--- src/rtl/twist_counter_gen.sv ---
// Parametrised Johnson (twisted-ring) counter with enable, direction, parallel
// load, phase decode, wrap pulse and illegal-state detection/correction.
module twist_counter_gen #(
    parameter int unsigned WIDTH        = 8,
    parameter bit          SELF_CORRECT = 1'b1,
    parameter int unsigned PW           = $clog2(2 * WIDTH)
) (
    input  logic             clk,
    input  logic             rst,
    input  logic             en,
    input  logic             up,
    input  logic             load,
    input  logic [WIDTH-1:0] load_val,
    output logic [WIDTH-1:0] cnt,
    output logic [PW-1:0]    phase,
    output logic             wrap,
    output logic             illegal,
    output logic             err
);

    localparam int unsigned SEQ_LEN   = 2 * WIDTH;
    localparam logic [PW-1:0] LAST_PH = PW'(SEQ_LEN - 1);

    // A Johnson word has at most one boundary between a run of ones and zeros.
    function automatic logic is_legal(input logic [WIDTH-1:0] w);
        int unsigned edges;
        edges = 0;
        for (int unsigned i = 0; i < WIDTH - 1; i++) begin
            if (w[i] != w[i+1]) edges++;
        end
        return (edges <= 1);
    endfunction

    // Position in the sequence: ones count on the rising half, WIDTH + zeros
    // count on the falling half (MSB set).
    function automatic logic [PW-1:0] decode_phase(input logic [WIDTH-1:0] w);
        int unsigned ones;
        ones = 0;
        for (int unsigned i = 0; i < WIDTH; i++) begin
            if (w[i]) ones++;
        end
        if (w[WIDTH-1]) return PW'(WIDTH + (WIDTH - ones));
        return PW'(ones);
    endfunction

    logic [WIDTH-1:0] cnt_nxt;
    logic             wrap_nxt;
    logic             err_nxt;
    logic [WIDTH-1:0] fwd_word;
    logic [WIDTH-1:0] rev_word;
    logic             load_ok;

    // Status decode of the current word; depends on cnt only.
    always_comb begin
        illegal = ~is_legal(cnt);
        phase   = decode_phase(cnt);
    end

    // Successor and predecessor words, plus legality of the load value.
    always_comb begin
        fwd_word = {cnt[WIDTH-2:0], ~cnt[WIDTH-1]};
        rev_word = {~cnt[0], cnt[WIDTH-1:1]};
        load_ok  = is_legal(load_val);
    end

    // Next-state selection: load > step > hold.
    always_comb begin
        cnt_nxt  = cnt;
        wrap_nxt = 1'b0;
        err_nxt  = err;
        if (load) begin
            if (load_ok) begin
                cnt_nxt = load_val;
                err_nxt = 1'b0;
            end else begin
                cnt_nxt = SELF_CORRECT ? '0 : load_val;
                err_nxt = 1'b1;
            end
        end else if (en) begin
            if (illegal) begin
                // Wrap is not meaningful for a word with no defined phase.
                cnt_nxt = SELF_CORRECT ? '0 : (up ? fwd_word : rev_word);
                err_nxt = 1'b1;
            end else begin
                cnt_nxt  = up ? fwd_word : rev_word;
                wrap_nxt = up ? (phase == LAST_PH) : (phase == '0);
            end
        end
    end

    // State registers with synchronous active-low reset.
    always_ff @(posedge clk) begin
        if (!rst) begin
            cnt  <= '0;
            wrap <= 1'b0;
            err  <= 1'b0;
        end else begin
            cnt  <= cnt_nxt;
            wrap <= wrap_nxt;
            err  <= err_nxt;
        end
    end

endmodule

--- config.mk ---
export PLATFORM = sky130hd
export DESIGN_NAME = twist_counter_gen
export DESIGN_NICKNAME = d
export VERILOG_FILES = /design/src/rtl/twist_counter_gen.sv
export SDC_FILE = /design/constraint.sdc
export NUM_CORES = 1
export LEC_CHECK = 0
export BUFFER_PORTS_ARGS = -buffer_cell sky130_fd_sc_hd__buf_2
export CAP_MARGIN = 20
export CORE_UTILIZATION = 60
export CTS_CLUSTER_DIAMETER = 80
export DETAILED_ROUTE_END_ITERATION = 10
export PLACE_DENSITY = 0.84
export SLEW_MARGIN = 20
export SYNTH_ARGS = -nofsm -noshare
export SYNTH_HDL_FRONTEND = slang
export SYNTH_SLANG_ARGS = --single-unit
--- constraint.sdc ---
create_clock -name clk -period 6 [get_ports clk]
set_clock_uncertainty 0.1 [all_clocks]
set_input_delay 0.6 -clock clk [delete_from_list [all_inputs] [get_ports clk]]
set_output_delay 0.6 -clock clk [all_outputs]
set_load 0.02 [all_outputs]
==> run summary <==
CTS
------------------------------------------------------------------------------------------------------
TritonCTS clock tree                                                                              done
Clock transition at the register clock pins on the worst setup and hold paths after CTS        0.05 ns
Maximum buffer depth of the clock tree                                                               2
CTS H-tree lvls                                                                                      1
Hold buffer count at cts                                                                             0
Clock latency reported for the late side of the worst-skew pair                                0.24 ns
Cts bufs inserted                                                                                    3
CTS sink count                                                                                      10
Cell at the root of the clock tree                                                            clkbuf_8

SETUP PATH
------------------------------------------------------------------------------------------------------
Capturing point of the worst reg2reg path                                                       cnt[3]
Flop2flop setup slack                                                                          0.60 ns
Critical path required time                                                                    5.30 ns
Slowest cell on crit path                                                                      dfxtp_4
Slowest stage delay, CP                                                                        0.36 ns
Peak fanout along the critical path                                                                  6
Crit path from                                                                                  cnt[0]
Worst reg2reg path depth                                                                            26
Number of logic stages on the critical path including buffering                                     25
Arrival time reported for the critical path endpoint                                           5.12 ns
Worst r2r src                                                                                   cnt[0]
Top Family by Delay on Critical Path                                                       adder cells
Buffers and inverters on the worst path                                                              4
Kind of launch point of the worst setup path                                                 flip-flop
Timing endpoint of the critical path                                                           illegal
Crit path capture type                                                                      output pin
Kind of critical path                                                                          reg2out

STA
------------------------------------------------------------------------------------------------------
Finish-stage setup viols                                                                             0
Final Hold Violating Endpoints                                                                       0
Maximum clock frequency                                                                      171.8 MHz
Transition time at the pin with the least slew margin                                        0.9194 ns
Final WS setup                                                                               0.1776 ns
Final cycle utilization of the critical path                                                    97.04%
Final max-slew violation count                                                                       0
Minimum period implied by the final worst setup slack                                         5.822 ns
Slew margin rel.                                                                                38.48%

ROUTE
------------------------------------------------------------------------------------------------------
Iter 0 DRT Violations                                                                              161
Routed Wire Length                                                                             5282 um
WL/cell                                                                                       14.96 um
Number of routed nets with antenna violations                                                        0
Drt pass-1 iters                                                                                     4
Final routed DRC violation total                                                                     0
Number of vias after detailed routing                                                            2,156
Via-per-instance ratio                                                                           6.108

SYNTH
------------------------------------------------------------------------------------------------------
Synth Net Count                                                                                    322
Post-synth EDFFs                                                                                     0
Portion of the post-synthesis area used by sequential elements                                  8.524%
Synthesized cell area                                                                       2349 sq um
Number of distinct library cell variants in the gate-level netlist after synthesis                  68
Synth async-reset ratio                                                                             0%
Dominant synthesized flop cell                                                                 dfxtp_1
Flops & latches, synth                                                                              10
Mapped Cells                                                                                       291
Ys Warns                                                                                             0
Synthesized area per cell                                                                  8.070 sq um

PLACEMENT
------------------------------------------------------------------------------------------------------
Placed standard-cell area                                                                   2460 sq um
Gpl congestion                                                                                  0.9045
Cell count after placement                                                                         349
# port buffers                                                                                      27
HPWL after DPL                                                                                 3982 um
Placement Setup Slack                                                                        0.1966 ns

FINAL LAYOUT
------------------------------------------------------------------------------------------------------
Most common cell after layout, fill and taps aside                                               buf_2
Area growth from synthesis to layout                                                            8.151%
Layout cell share with drive strength beyond 1                                                  20.98%
Number of nets in the layout                                                                       338
Diode insertion count for antenna repair                                                             0
Post-layout instance count excluding filler cells                                                  353
Core utilization of the finished layout                                                         68.35%
Leading cell types in the layout, fill and taps excluded                                  buf_2, nand2_1, xnor2_1, nor2_1, inv_1
Final Instance Area                                                                         2540 sq um

GRT
------------------------------------------------------------------------------------------------------
Antenna violations before repair                                                                     0
Total grt overflow                                                                                   0
All-layer global routing usage                                                                  25.73%
Via count of the first global-routing pass                                                       1,947
First-pass GRT wire length                                                                     8756 um
Largest net degree at the start of global routing                                                   24

FLOORPLAN
------------------------------------------------------------------------------------------------------
Full die area                                                                               4169 sq um
Horizontal die dimension                                                                      64.57 um
Top-Level Pins                                                                                      28
Initial core utilization                                                                        63.20%
Die height                                                                                    64.57 um
Rows                                                                                                22
Area of the core                                                                            3716 sq um

RUN STATUS
------------------------------------------------------------------------------------------------------
Status                                                                                    finished, final reports clean

PWR
------------------------------------------------------------------------------------------------------
Power density over the cells                                                              455.9 nW/um^2
Leakage power summed over all cells                                                           1.120 nW
Max IR drop VDD                                                                               225.2 uV

MIN PATH
------------------------------------------------------------------------------------------------------
Hold Crit Class                                                                                reg2reg

FLOW RUN
------------------------------------------------------------------------------------------------------
Max_cap viols                                                                                        0

[layer usage]
layer / part of all wire [%] / GRT usage (%)
met1: 49 / 35.87
met2: 46 / 43.16
met3: 4.2 / 3.521
met4: 0.19 / 2.500
met5: 0 / 0
[cells by family after synthesis]
family / share of synthesized area, %
and+or+nand+nor: 24.13
AOI/OAI and AO/OA: 23.66
xor gates and xnor gates: 19.13
buffers and inverters: 7.725
adders and majority gates: 9.590
muxes: 7.245
DFF: 8.524
[power by group]
part           total [mW]  internal [mW]  switching (mW)
Sequential          0.114         0.0812          0.0325
Combinational       0.972          0.425           0.547
Clock              0.0725         0.0441          0.0284
Total                1.16          0.550           0.608
[final cells by class]
| type | count | area [sq um] |
|---|---|---|
| fillers | 317 | 1176 |
| flip-flops and latches | 10 | 203.9 |
| repair buffers | 33 | 180.2 |
| inverters | 16 | 60.06 |
| multi-input cells | 243 | 1994 |
| clock buffers | 3 | 41.29 |
| well taps | 48 | 60.06 |
[flip-flops by register name (all words and copies together) (netlist names)]
register and count:
cnt 8, err 1, wrap 1
[stage by stage]
| step | setup TNS, ns | total power, mW | hold WS [ns] |
|---|---|---|---|
| final | 0 | 1.158 | 0.3898 |
| after detailed placement | 0 | 1.045 | 0.3749 |
| after floorplan | 0 | 0.8670 | 0.5017 |
| after global placement | 0 | 1.016 | 0.3865 |
| after CTS | 0 | 1.126 | 0.3860 |
| after global routing | -0.02663 | 1.263 | 0.4112 |
[synthesized netlist by cell type (all sizes together) (2+ instances only)]
master / instances / share of area (%)
nand2: 23 / 3.7
xnor2: 23 / 9.5
ha: 18 / 9.6
nor2: 18 / 2.9
inv: 16 / 2.6
buf: 15 / 4.0
xor2: 14 / 5.5
mux2i: 11 / 4.7
dfxtp: 10 / 8.5
nor3: 10 / 2.1
a21oi: 9 / 1.9
o21ai: 8 / 1.7
clkbuf: 7 / 1.1
nand2b: 7 / 2.2
nand3: 7 / 1.5
nor3b: 7 / 2.2
o311a: 7 / 3.0
nor2b: 6 / 1.6
or3: 6 / 1.6
a31oi: 5 / 2.0
mux2: 5 / 2.6
o221ai: 5 / 1.9
and2: 4 / 1.1
a211oi: 3 / 0.96
a41oi: 3 / 1.4
and3: 3 / 0.80
nand4: 3 / 0.80
o311ai: 3 / 2.2
o31ai: 3 / 1.2
a32o: 2 / 0.85
nand3b: 2 / 0.64
nor4: 2 / 0.53
o21bai: 2 / 0.64
o22ai: 2 / 0.53
o32ai: 2 / 1.4
or2: 2 / 0.53
xnor3: 2 / 2.0
xor3: 2 / 2.1
[worst reg2reg max path: stages, from the launching register on]
cell	delay (ns)
dfxtp_4	0.36
inv_1	0.08
ha_4	0.27
ha_2	0.21
or2_2	0.28
o311ai_2	0.11
nand2_1	0.11
ha_1	0.32
nor2_1	0.14
a31oi_1	0.08
ha_1	0.33
inv_1	0.04
a221o_1	0.35
a32o_1	0.25
inv_1	0.07
ha_1	0.22
nand2_1	0.06
o21ai_1	0.09
ha_2	0.21
nand2_1	0.09
o221ai_1	0.12
a21oi_1	0.22
o21ai_0	0.11
mux2_4	0.28
or3_1	0.51
nor2_1	0.16
o311a_1	0.15
[worst min path at each step]
stage / start / to / depth (start not counted)
after CTS: err / err / 2
after detailed placement: err / err / 2
after global placement: err / err / 2
after floorplan: err / err / 2
final: err / err / 2
after global routing: err / err / 2
[timing repair]
action | in CTS | in global routing
resized for setup | 1 | 9
setup buffers | 0 | 1
endpoints found under the setup margin | 1 | 3
pin swaps | 1 | 5
Power figures use the tool's default switching activity.
